`src/rtl/id_stage_if.sv`:
```
// Signal bundle between the IF/ID register, WB/EXE/MEM feedback and the ID stage.
// The slave modport is the decode stage; master is whoever drives it.
interface id_stage_if;
    logic [31:0] Instruction;
    logic [31:0] PC_IN;
    logic [3:0]  Status;
    logic        WB_WB_EN;
    logic [3:0]  WB_Dest;
    logic [31:0] WB_Value;
    logic        EXE_WB_EN;
    logic [3:0]  EXE_Dest;
    logic        MEM_WB_EN;
    logic [3:0]  MEM_Dest;

    logic        Wb_EN;
    logic        MEM_R_EN;
    logic        MEM_W_EN;
    logic        B;
    logic        S;
    logic [3:0]  EXE_CMD;
    logic [31:0] PC;
    logic [31:0] Val_Rn;
    logic [31:0] Val_Rm;
    logic        imm;
    logic [11:0] Shift_operand;
    logic [23:0] Signed_imm_24;
    logic [3:0]  Dest;
    logic        C_out;
    logic        Hazard;

    modport master (
        output Instruction, PC_IN, Status, WB_WB_EN, WB_Dest, WB_Value,
               EXE_WB_EN, EXE_Dest, MEM_WB_EN, MEM_Dest,
        input  Wb_EN, MEM_R_EN, MEM_W_EN, B, S, EXE_CMD, PC, Val_Rn, Val_Rm,
               imm, Shift_operand, Signed_imm_24, Dest, C_out, Hazard
    );

    modport slave (
        input  Instruction, PC_IN, Status, WB_WB_EN, WB_Dest, WB_Value,
               EXE_WB_EN, EXE_Dest, MEM_WB_EN, MEM_Dest,
        output Wb_EN, MEM_R_EN, MEM_W_EN, B, S, EXE_CMD, PC, Val_Rn, Val_Rm,
               imm, Shift_operand, Signed_imm_24, Dest, C_out, Hazard
    );
endinterface

```
`src/rtl/id_stage.sv`:
```
// ARM pipeline decode stage: register file, control decode, condition check and
// RAW hazard detection against EXE/MEM. Purely combinational apart from the RF.
module id_stage #(
    parameter int unsigned RF_BYPASS = 1
) (
    input logic       clk,
    input logic       reset,
    id_stage_if.slave bus
);
    localparam logic [3:0] OpMov = 4'b1101, OpMvn = 4'b1111;
    localparam logic [3:0] OpCmp = 4'b1010, OpTst = 4'b1000;

    logic [31:0] rf_q [16];

    logic [3:0] cond, opcode, rn, rd, rm, src2;
    logic [1:0] mode;
    logic       i_bit, s_bit, is_str;
    logic       byp_ok, cond_ok, ctrl_ok, hazard;
    logic       src1_used, src2_used, hit1, hit2;
    logic       wb, mr, mw, br, sf;
    logic [3:0] cmd;
    logic [31:0] val_rn, val_rm;

    assign cond   = bus.Instruction[31:28];
    assign mode   = bus.Instruction[27:26];
    assign i_bit  = bus.Instruction[25];
    assign opcode = bus.Instruction[24:21];
    assign s_bit  = bus.Instruction[20];
    assign rn     = bus.Instruction[19:16];
    assign rd     = bus.Instruction[15:12];
    assign rm     = bus.Instruction[3:0];
    assign is_str = (mode == 2'b01) && !s_bit;
    assign src2   = is_str ? rd : rm;

    // R15 is never stored; its reset value is irrelevant since reads return PC_IN
    always_ff @(posedge clk or posedge reset) begin
        if (reset) begin
            for (int i = 0; i < 16; i++) rf_q[i] <= 32'(i);
        end else if (bus.WB_WB_EN && bus.WB_Dest != 4'd15) begin
            rf_q[bus.WB_Dest] <= bus.WB_Value;
        end
    end

    assign byp_ok = (RF_BYPASS != 0) && bus.WB_WB_EN && !reset;

    always_comb begin
        if (rn == 4'd15)                      val_rn = bus.PC_IN;
        else if (byp_ok && bus.WB_Dest == rn) val_rn = bus.WB_Value;
        else                                  val_rn = rf_q[rn];
        if (src2 == 4'd15)                      val_rm = bus.PC_IN;
        else if (byp_ok && bus.WB_Dest == src2) val_rm = bus.WB_Value;
        else                                    val_rm = rf_q[src2];
    end

    always_comb begin
        cmd = 4'b0000;
        wb  = 1'b0;
        mr  = 1'b0;
        mw  = 1'b0;
        br  = 1'b0;
        sf  = 1'b0;
        case (mode)
            2'b00: begin
                sf = s_bit;
                wb = (opcode != OpCmp) && (opcode != OpTst);
                case (opcode)
                    4'b1101: cmd = 4'b0001;
                    4'b1111: cmd = 4'b1001;
                    4'b0100: cmd = 4'b0010;
                    4'b0101: cmd = 4'b0011;
                    4'b0010: cmd = 4'b0100;
                    4'b0110: cmd = 4'b0101;
                    4'b1010: cmd = 4'b0100;
                    4'b0000: cmd = 4'b0110;
                    4'b1000: cmd = 4'b0110;
                    4'b1100: cmd = 4'b0111;
                    4'b0001: cmd = 4'b1000;
                    default: cmd = 4'b0000;
                endcase
            end
            2'b01: begin
                cmd = 4'b0010;
                wb  = s_bit;
                mr  = s_bit;
                mw  = !s_bit;
            end
            2'b10:   br = 1'b1;
            default: ;
        endcase
    end

    // Status is {N,Z,C,V}
    always_comb begin
        case (cond)
            4'b0000: cond_ok = bus.Status[2];
            4'b0001: cond_ok = !bus.Status[2];
            4'b0010: cond_ok = bus.Status[1];
            4'b0011: cond_ok = !bus.Status[1];
            4'b0100: cond_ok = bus.Status[3];
            4'b0101: cond_ok = !bus.Status[3];
            4'b0110: cond_ok = bus.Status[0];
            4'b0111: cond_ok = !bus.Status[0];
            4'b1000: cond_ok = bus.Status[1] && !bus.Status[2];
            4'b1001: cond_ok = !bus.Status[1] || bus.Status[2];
            4'b1010: cond_ok = bus.Status[3] == bus.Status[0];
            4'b1011: cond_ok = bus.Status[3] != bus.Status[0];
            4'b1100: cond_ok = !bus.Status[2] && (bus.Status[3] == bus.Status[0]);
            4'b1101: cond_ok = bus.Status[2] || (bus.Status[3] != bus.Status[0]);
            4'b1110: cond_ok = 1'b1;
            default: cond_ok = 1'b0;
        endcase
    end

    assign src1_used = !((mode == 2'b10) ||
                         (mode == 2'b00 && (opcode == OpMov || opcode == OpMvn)));
    assign src2_used = is_str || (mode == 2'b00 && !i_bit);
    assign hit1 = (bus.EXE_WB_EN && bus.EXE_Dest == rn) || (bus.MEM_WB_EN && bus.MEM_Dest == rn);
    assign hit2 = (bus.EXE_WB_EN && bus.EXE_Dest == src2) ||
                  (bus.MEM_WB_EN && bus.MEM_Dest == src2);
    assign hazard  = cond_ok && ((src1_used && hit1) || (src2_used && hit2));
    assign ctrl_ok = cond_ok && !hazard;

    assign bus.Wb_EN         = wb && ctrl_ok;
    assign bus.MEM_R_EN      = mr && ctrl_ok;
    assign bus.MEM_W_EN      = mw && ctrl_ok;
    assign bus.B             = br && ctrl_ok;
    assign bus.S             = sf && ctrl_ok;
    assign bus.EXE_CMD       = cmd;
    assign bus.PC            = bus.PC_IN;
    assign bus.Val_Rn        = val_rn;
    assign bus.Val_Rm        = val_rm;
    assign bus.imm           = i_bit;
    assign bus.Shift_operand = bus.Instruction[11:0];
    assign bus.Signed_imm_24 = bus.Instruction[23:0];
    assign bus.Dest          = rd;
    assign bus.C_out         = bus.Status[1];
    assign bus.Hazard        = hazard;
endmodule
```
`src/flat_wrapper.sv`:
```
// flat-port wrapper written by rule: the top's interface ports become plain ports
module id_stage_flat 
#(
    parameter int unsigned RF_BYPASS = 1
)
  (clk, reset, bus_Instruction, bus_PC_IN, bus_Status, bus_WB_WB_EN, bus_WB_Dest, bus_WB_Value, bus_EXE_WB_EN, bus_EXE_Dest, bus_MEM_WB_EN, bus_MEM_Dest, bus_Wb_EN, bus_MEM_R_EN, bus_MEM_W_EN, bus_B, bus_S, bus_EXE_CMD, bus_PC, bus_Val_Rn, bus_Val_Rm, bus_imm, bus_Shift_operand, bus_Signed_imm_24, bus_Dest, bus_C_out, bus_Hazard);
  id_stage_if bus_i ();
  input logic clk;
  input logic reset;
  input wire logic [$bits(bus_i.Instruction)-1:0] bus_Instruction;
  input wire logic [$bits(bus_i.PC_IN)-1:0] bus_PC_IN;
  input wire logic [$bits(bus_i.Status)-1:0] bus_Status;
  input wire logic [$bits(bus_i.WB_WB_EN)-1:0] bus_WB_WB_EN;
  input wire logic [$bits(bus_i.WB_Dest)-1:0] bus_WB_Dest;
  input wire logic [$bits(bus_i.WB_Value)-1:0] bus_WB_Value;
  input wire logic [$bits(bus_i.EXE_WB_EN)-1:0] bus_EXE_WB_EN;
  input wire logic [$bits(bus_i.EXE_Dest)-1:0] bus_EXE_Dest;
  input wire logic [$bits(bus_i.MEM_WB_EN)-1:0] bus_MEM_WB_EN;
  input wire logic [$bits(bus_i.MEM_Dest)-1:0] bus_MEM_Dest;
  output wire logic [$bits(bus_i.Wb_EN)-1:0] bus_Wb_EN;
  output wire logic [$bits(bus_i.MEM_R_EN)-1:0] bus_MEM_R_EN;
  output wire logic [$bits(bus_i.MEM_W_EN)-1:0] bus_MEM_W_EN;
  output wire logic [$bits(bus_i.B)-1:0] bus_B;
  output wire logic [$bits(bus_i.S)-1:0] bus_S;
  output wire logic [$bits(bus_i.EXE_CMD)-1:0] bus_EXE_CMD;
  output wire logic [$bits(bus_i.PC)-1:0] bus_PC;
  output wire logic [$bits(bus_i.Val_Rn)-1:0] bus_Val_Rn;
  output wire logic [$bits(bus_i.Val_Rm)-1:0] bus_Val_Rm;
  output wire logic [$bits(bus_i.imm)-1:0] bus_imm;
  output wire logic [$bits(bus_i.Shift_operand)-1:0] bus_Shift_operand;
  output wire logic [$bits(bus_i.Signed_imm_24)-1:0] bus_Signed_imm_24;
  output wire logic [$bits(bus_i.Dest)-1:0] bus_Dest;
  output wire logic [$bits(bus_i.C_out)-1:0] bus_C_out;
  output wire logic [$bits(bus_i.Hazard)-1:0] bus_Hazard;
  assign bus_i.Instruction = bus_Instruction;
  assign bus_i.PC_IN = bus_PC_IN;
  assign bus_i.Status = bus_Status;
  assign bus_i.WB_WB_EN = bus_WB_WB_EN;
  assign bus_i.WB_Dest = bus_WB_Dest;
  assign bus_i.WB_Value = bus_WB_Value;
  assign bus_i.EXE_WB_EN = bus_EXE_WB_EN;
  assign bus_i.EXE_Dest = bus_EXE_Dest;
  assign bus_i.MEM_WB_EN = bus_MEM_WB_EN;
  assign bus_i.MEM_Dest = bus_MEM_Dest;
  assign bus_Wb_EN = bus_i.Wb_EN;
  assign bus_MEM_R_EN = bus_i.MEM_R_EN;
  assign bus_MEM_W_EN = bus_i.MEM_W_EN;
  assign bus_B = bus_i.B;
  assign bus_S = bus_i.S;
  assign bus_EXE_CMD = bus_i.EXE_CMD;
  assign bus_PC = bus_i.PC;
  assign bus_Val_Rn = bus_i.Val_Rn;
  assign bus_Val_Rm = bus_i.Val_Rm;
  assign bus_imm = bus_i.imm;
  assign bus_Shift_operand = bus_i.Shift_operand;
  assign bus_Signed_imm_24 = bus_i.Signed_imm_24;
  assign bus_Dest = bus_i.Dest;
  assign bus_C_out = bus_i.C_out;
  assign bus_Hazard = bus_i.Hazard;
  id_stage #(.RF_BYPASS(RF_BYPASS)) u_core (.clk(clk), .reset(reset), .bus(bus_i));
endmodule
```
`config.mk`:
```
export PLATFORM = sky130hd
export DESIGN_NAME = id_stage_flat
export DESIGN_NICKNAME = d
export VERILOG_FILES = /design/src/rtl/id_stage_if.sv /design/src/rtl/id_stage.sv /design/src/flat_wrapper.sv
export SDC_FILE = /design/constraint.sdc
export NUM_CORES = 1
export LEC_CHECK = 0
export CORE_AREA = 3 3 274 276
export DETAILED_ROUTE_END_ITERATION = 16
export DIE_AREA = 0 0 277 279
export PLACE_DENSITY_LB_ADDON = 0.1
export SLEW_MARGIN = 20
export SYNTH_ARGS = -nofsm -noshare
export SYNTH_HDL_FRONTEND = slang
export SYNTH_SLANG_ARGS = --single-unit
```
`constraint.sdc`:
```
create_clock -name clk -period 21.5 [get_ports clk]
set_clock_uncertainty 0.15 [all_clocks]
set_input_delay 2.15 -clock clk [delete_from_list [all_inputs] [get_ports clk]]
set_output_delay 2.15 -clock clk [all_outputs]
set_load 0.05 [all_outputs]
```
==> results of run 1 <==
path summary, 6_finish.rpt:
| check | endpoint | slack, ns |
|---|---|---|
| setup reg to reg | u_core.rf_q[315]$_DFFE_PP0P_ | 20.52 |
| min in group asynchronous | u_core.rf_q[12]$_DFFE_PP0P_ | 1.75 |
| setup / recovery | bus_Val_Rm[8] | 10.87 |
| max in group asynchronous | u_core.rf_q[245]$_DFFE_PP0P_ | 17.45 |
| hold / removal | u_core.rf_q[3]$_DFFE_PP1P_ | 0.23 |
| hold reg to reg | u_core.rf_q[3]$_DFFE_PP1P_ | 0.23 |
area by class of cell:
class	instances	area (sq um)
flip-flops and latches	512	12900
clock inverters	18	184
multi-input cells	1985	18000
fillers	6476	36000
clock buffers	87	1670
repair buffers	296	2860
inverters	40	158
well taps	959	1200
cells in the final DEF (no fill, tap or decap), types with 39 or more instances in the layout:
| cell type | count |
|---|---|
| o21ai_0 | 221 |
| mux4_2 | 288 |
| nor2_1 | 192 |
| nand3_1 | 95 |
| mux2i_1 | 104 |
| a21oi_1 | 71 |
| mux2_2 | 291 |
| dfrtp_1 | 480 |
| buf_4 | 57 |
| clkdlybuf4s50_1 | 232 |
| inv_1 | 39 |
| clkbuf_16 | 59 |
| a211oi_1 | 65 |
| nand2_1 | 365 |
stage by stage:
step                instance area (sq um)  hold WS (ns)
floorplan                           32700         0.274
global placement                    35000         0.214
finish                              36900         0.226
CTS                                 36900         0.225
detailed placement                  35000         0.216
global route                        36900         0.230
power by group through the flow:
| stage | Clock [mW] | Combinational, mW | Sequential, mW |
|---|---|---|---|
| final | 0.990 | 0.983 | 1.37 |
| after global routing | 1.05 | 1.06 | 1.40 |
| after CTS | 1.01 | 0.985 | 1.36 |
| after detailed placement | 0 | 0.982 | 1.38 |
| after global placement | 0 | 0.963 | 1.36 |
| after floorplan | 0 | 0.767 | 1.31 |
synthesized netlist by cell type (2+ instances only):
master	n
buf_1	33
a211oi_1	65
o21ai_0	221
o211a_1	2
nor3_1	7
clkbuf_1	232
o221ai_1	2
a221oi_2	30
a21boi_0	29
mux2i_1	106
a21oi_1	71
xor2_1	11
nor3b_1	5
dfstp_2	32
mux4_2	288
mux2_2	293
xnor2_1	10
nor2b_1	33
buf_2	44
nand2b_1	14
a31oi_1	32
o32a_1	29
nand4_1	3
dfrtp_1	480
o22ai_1	2
inv_1	40
buf_4	83
nor4_1	3
o211ai_1	3
ha_1	4
o31a_1	29
nand2_1	368
a211o_1	2
nor2_1	200
nand3_1	97
a221oi_1	2
nand3b_1	3
kinds of logic after synthesis:
family | synth area share
buffers and inverters | 0.0609
XOR/XNOR | 0.00563
AO/OA/AOI/OAI | 0.109
flip-flops | 0.394
AND/OR/NAND/NOR | 0.0964
adder cells (fa/ha/maj) | 0.00153
multiplexers | 0.333
layer usage:
layer | share of wire | vias to the layer above | GRT usage
met5 | 0.00020 | - | 0
met4 | 0.039 | 4 | 0.107
met3 | 0.087 | 262 | 0.0728
met2 | 0.46 | 1248 | 0.456
met1 | 0.41 | 13000 | 0.390
li1 | - | 10700 | -
==> flow_metrics.env, run 1 <==
export IMPL_ios=265
export IMPL_worstSetupPathType="in -> out"
export IMPL_crit_path_frequent_cell="buf_4"
export IMPL_worst_pin_slew_ns=1.05
export IMPL_rsz0062_at_grt="false"
export IMPL_synth_seq_cells=512
export IMPL_finalMaxSlewViolations=0
export IMPL_reg_top3="u_core.rf_q x512"
export IMPL_power_density_nw_per_um2=90.7
export IMPL_synth_flop_cell="dfrtp_1"
export IMPL_cp_data_required_time_ns=19.20
export IMPL_hold_violations=0
export IMPL_netSwitchingFraction=0.328
export IMPL_grt_start_max_net_pins=169
export IMPL_via_count=25100
export IMPL_fp_row_count=99
export IMPL_setup_ws_ns=10.87
export IMPL_worstPathCellList="clkdlybuf4s50_1 > or3b_4 > mux2i_4 > buf_4 > nand3_2 > buf_4 > and2_2 > buf_4 > a221oi_2 > clkdlybuf4s50_1"
export IMPL_start_kind="input port"
export IMPL_largest_reg_flops=512
export IMPL_fin_crit_ns=10.63
export IMPL_diodes=0
export IMPL_insertion_delay_ns=0.63
export IMPL_cts_tree="done"
export IMPL_synth_distinct_cells=58
export IMPL_holdCritPathClass="reg -> reg"
export IMPL_path_max_fanout=45
export IMPL_core_sq_um=72800
export IMPL_cp_startpoint="bus_Instruction[27]"
export IMPL_layout_drive_gt1_share=0.280
export IMPL_grt_usage=0.290
export IMPL_wirelength_microns=113000
export IMPL_antenna_found_initial=2
export IMPL_hold_buffers=0
export IMPL_syn_inst=2929
export IMPL_area_growth_pct=13.0
export IMPL_yosys_area_top_type_share=0.368
export IMPL_clock_sinks=512
export IMPL_fin_tns_setup_ns=0
export IMPL_yosys_area_top_type="dfrtp_1"
export IMPL_clockBufferDepth=3
export IMPL_syn_area_per_cell_sq_um=11.1
export IMPL_start_util=0.448
export IMPL_regMostFlops="u_core.rf_q"
export IMPL_finalPower_mw=3.34
export IMPL_clk_pin_slew_ns=0.06
export IMPL_ys_warn_count=0
export IMPL_max_cap_violations=0
export IMPL_wl_per_cell_microns=29.1
export IMPL_pre_cts_ws_ns=10.96
export IMPL_firstDrtPassIters=7
export IMPL_hp_start="u_core.rf_q[3]$_DFFE_PP1P_"
export IMPL_slew_headroom=0.298
export IMPL_outcome="complete, no violations"
export IMPL_numCtsBuffers=58
export IMPL_p_switching_mw=1.10
export IMPL_finalNonFillerCells=3897
export IMPL_drtIter0Drc=2454
export IMPL_cts_root_buf="clkbuf_16"
export IMPL_p_comb_frac=0.294
export IMPL_postCtsSetupBuffers=0
export IMPL_fin_crit_sh=0.495
export IMPL_seq_power_share=0.410
export IMPL_grt_pass1_vias=25500
export IMPL_grt_first_pass_wirelength_microns=170000
export IMPL_synth_fp_nets=3050
export IMPL_die_h_microns=279
export IMPL_htreeDepth=2
export IMPL_path_delay_family="buffers and inverters"
export IMPL_p_leak_nw=15.0
export IMPL_drc=0
export IMPL_port_buffers=240
export IMPL_place_gp_congestion=0.842
export IMPL_reg2reg_from="u_core.rf_q[315]$_DFFE_PP0P_"
export IMPL_dieArea_sq_um=77300
export IMPL_maxClockFrequency_ghz=0.0941
export IMPL_whs_path_depth=0
export IMPL_setup_violations=0
export IMPL_slowest_stage="mux2i_4"
export IMPL_p_clk_frac=0.296
export IMPL_fin_util=0.506
export IMPL_yosysSeqAreaShare=0.394
export IMPL_cts_resized=0
export IMPL_dp_cells=3792
export IMPL_grt_overflow_total=0
export IMPL_peakVddDrop_uv=64.0
export IMPL_yosys_top_cells_area="dfrtp_1 37%, mux4_2 20%, mux2_2 10%"
export IMPL_die_w_microns=277
export IMPL_cp_depth=10
export IMPL_worst_setup_path_end_kind="output port"
export IMPL_internal_power_mw=2.25
export IMPL_postRouteAntennaNets=0
export IMPL_slowest_delay_ns=0.95
export IMPL_path_buf_inv=5
export IMPL_dpl_hpwl_microns=65800
export IMPL_crit_arrival_ns=8.33
export IMPL_synth_area_sq_um=32700
export IMPL_layout_nets=3014
export IMPL_synth_edf_count=0
export IMPL_reg2reg_depth=1
export IMPL_vias_per_cell=6.45
export IMPL_ys_async_sr_fraction=1.00
Note: power is estimated with default switching activity, not from simulation.
==> run 2, diff against run 1 <==
Clock period 21.5 ns to 10.4 ns, I/O delays scaled along.
==> run 2 against run 1 <==
  * Combinational power grew 120%
  * First-iteration DRC count shrank 3.0%
  * Sequential share of layout area is 1.2 points lower
  * Clock power grew 130%
  * Wire length down 0.93%
  * Critical path type unchanged
  * Count of clock-buffer cells in the layout is 2 higher
  * Global-route usage is 0.27 points lower
  * Via count about the same
  * Highest routed layer is now met4
  * Die area stayed put
  * Non-clock buffer count grew 4
  * Sequential power increased by 110%
==> flow_metrics.env, run 2 (synthesis gave the netlist of run 1 again) <==
export IMPL_slowest_stage="clkdlybuf4s50_1"
export IMPL_place_area_sq_um=36000
export IMPL_start_kind="input port"
export IMPL_crit_path_frequent_cell="buf_4"
export IMPL_dieArea_sq_um=77300
export IMPL_slew_headroom=0.225
export IMPL_layout_cells_most_common="dfrtp_1"
export IMPL_dp_cells=3794
export IMPL_fin_tns_setup_ns=0
export IMPL_hold_buffers=0
export IMPL_fin_crit_sh=0.749
export IMPL_peakVddDrop_uv=131
export IMPL_dpl_hpwl_microns=67200
export IMPL_p_leak_nw=15.3
export IMPL_place_gp_congestion=0.844
export IMPL_insertion_delay_ns=0.62
export IMPL_crit_arrival_ns=6.60
export IMPL_vias_per_cell=6.43
export IMPL_outcome="complete, no violations"
export IMPL_cts_tree="done"
export IMPL_cts_resized=0
export IMPL_max_cap_violations=0
export IMPL_worstSetupPathType="in -> out"
export IMPL_largest_reg_flops=512
export IMPL_layout_nets=3020
export IMPL_hold_violations=0
export IMPL_ios=265
export IMPL_clockBufferDepth=3
export IMPL_via_count=25100
export IMPL_grt_start_max_net_pins=86
export IMPL_firstDrtPassIters=5
export IMPL_postRouteAntennaNets=0
export IMPL_maxClockFrequency_ghz=0.128
export IMPL_core_sq_um=72800
export IMPL_wl_per_cell_microns=28.7
export IMPL_postCtsSetupBuffers=0
export IMPL_drtIter0Drc=2380
export IMPL_slowest_delay_ns=0.75
export IMPL_wirelength_microns=112000
export IMPL_fin_util=0.525
export IMPL_area_growth_pct=17.0
export IMPL_grt_overflow_total=0
export IMPL_rsz0062_at_grt="false"
export IMPL_layout_common_cells="480 x dfrtp_1, 367 x nand2_1, 291 x mux2_2, 288 x mux4_2, 232 x clkdlybuf4s50_1"
export IMPL_reg_top3="u_core.rf_q x512"
export IMPL_grt_first_pass_wirelength_microns=168000
export IMPL_fin_crit_ns=7.79
export IMPL_numCtsBuffers=60
export IMPL_layout_drive_gt1_share=0.318
export IMPL_cts_root_buf="clkbuf_16"
export IMPL_clock_sinks=512
export IMPL_design_area_sq_um=38200
export IMPL_die_w_microns=277
export IMPL_fp_row_count=99
export IMPL_antenna_found_initial=3
export IMPL_worst_pin_slew_ns=1.16
export IMPL_cp_data_required_time_ns=9.21
export IMPL_worstPathCellList="clkdlybuf4s50_1 > nor3b_4 > buf_4 > mux2_4 > nand3_2 > buf_4 > and2_4 > buf_4 > a221oi_4 > clkdlybuf4s50_1"
export IMPL_grt_usage=0.287
export IMPL_regMostFlops="u_core.rf_q"
export IMPL_path_max_fanout=53
export IMPL_htreeDepth=2
export IMPL_grt_pass1_vias=25600
export IMPL_clk_pin_slew_ns=0.06
export IMPL_power_density_nw_per_um2=189
export IMPL_fillers=6309
export IMPL_holdCritPathClass="reg -> reg"
export IMPL_start_util=0.448
export IMPL_finalNonFillerCells=3911
export IMPL_setup_violations=0
export IMPL_finalMaxSlewViolations=0
export IMPL_worst_setup_path_end_kind="output port"
export IMPL_port_buffers=240
export IMPL_die_h_microns=279
export IMPL_drc=0
[run 2: changes by cell type in the layout (fill, tap and decap cells not counted), sizes merged]
cell | previous run | this run
bufinv | 3 | 8
buf | 64 | 68
clkinvlp | 0 | 3
diode | 0 | 3
clkbuf | 87 | 89
clkinv | 13 | 11
inv | 42 | 41
[run 2: metrics by stage]
stage | setup WS [ns] | power [mW] | hold WS (ns)
floorplan | -1.16 | 4.40 | 0.274
global placement | 2.75 | 4.90 | 0.212
detailed placement | 2.66 | 4.97 | 0.215
CTS | 2.64 | 7.25 | 0.224
global route | 2.44 | 7.55 | 0.231
finish | 2.61 | 7.23 | 0.228
[run 2: power by group]
| part | internal, mW | switching (mW) | total, mW |
|---|---|---|---|
| combinational | 1.10 | 1.03 | 2.13 |
| clock | 1.39 | 0.884 | 2.27 |
| sequential | 2.43 | 0.399 | 2.83 |
[run 2: per-layer routing]
metal | vias to the layer above | GRT usage | wire length (microns)
met5 | - | 0 | 0
met4 | 0 | 0.0973 | 3730
met3 | 236 | 0.0537 | 8590
met2 | 1160 | 0.465 | 53000
met1 | 13100 | 0.391 | 46900
li1 | 10700 | - | -
[run 2: path summary, 6_finish.rpt]
check / cells after the start / to / from / slack [ns]
setup / recovery: 10 / bus_Val_Rm[11] / bus_Instruction[26] / 2.61
hold / removal: 0 / u_core.rf_q[3]$_DFFE_PP1P_ / u_core.rf_q[3]$_DFFE_PP1P_ / 0.23
setup reg to reg: 1 / u_core.rf_q[307]$_DFFE_PP0P_ / u_core.rf_q[307]$_DFFE_PP0P_ / 9.43
hold reg to reg: 0 / u_core.rf_q[3]$_DFFE_PP1P_ / u_core.rf_q[3]$_DFFE_PP1P_ / 0.23
max in group asynchronous: 6 / u_core.rf_q[474]$_DFFE_PP0P_ / reset / 5.78
min in group asynchronous: 3 / u_core.rf_q[203]$_DFFE_PP0P_ / reset / 1.21
[run 2: area by class of cell]
type	instances	area, sq um	share of cell area
antenna	3	7.51	0.000196
clock buffer	89	1800	0.0472
clock inverter	23	328	0.00858
inverter	40	154	0.00403
multi-input combinational	1985	19000	0.496
sequential	512	12900	0.336
tap	959	1200	0.0314
timing repair buffer	300	2910	0.0761
[run 2: critical path, delay by kind of cell]
| family | cells | cell delay (ns) |
|---|---|---|
| muxes | 1 | 0.66 |
| buffers and inverters | 5 | 3.12 |
| AOI/OAI and AO/OA | 1 | 0.18 |
| and+or+nand+nor | 3 | 1.47 |
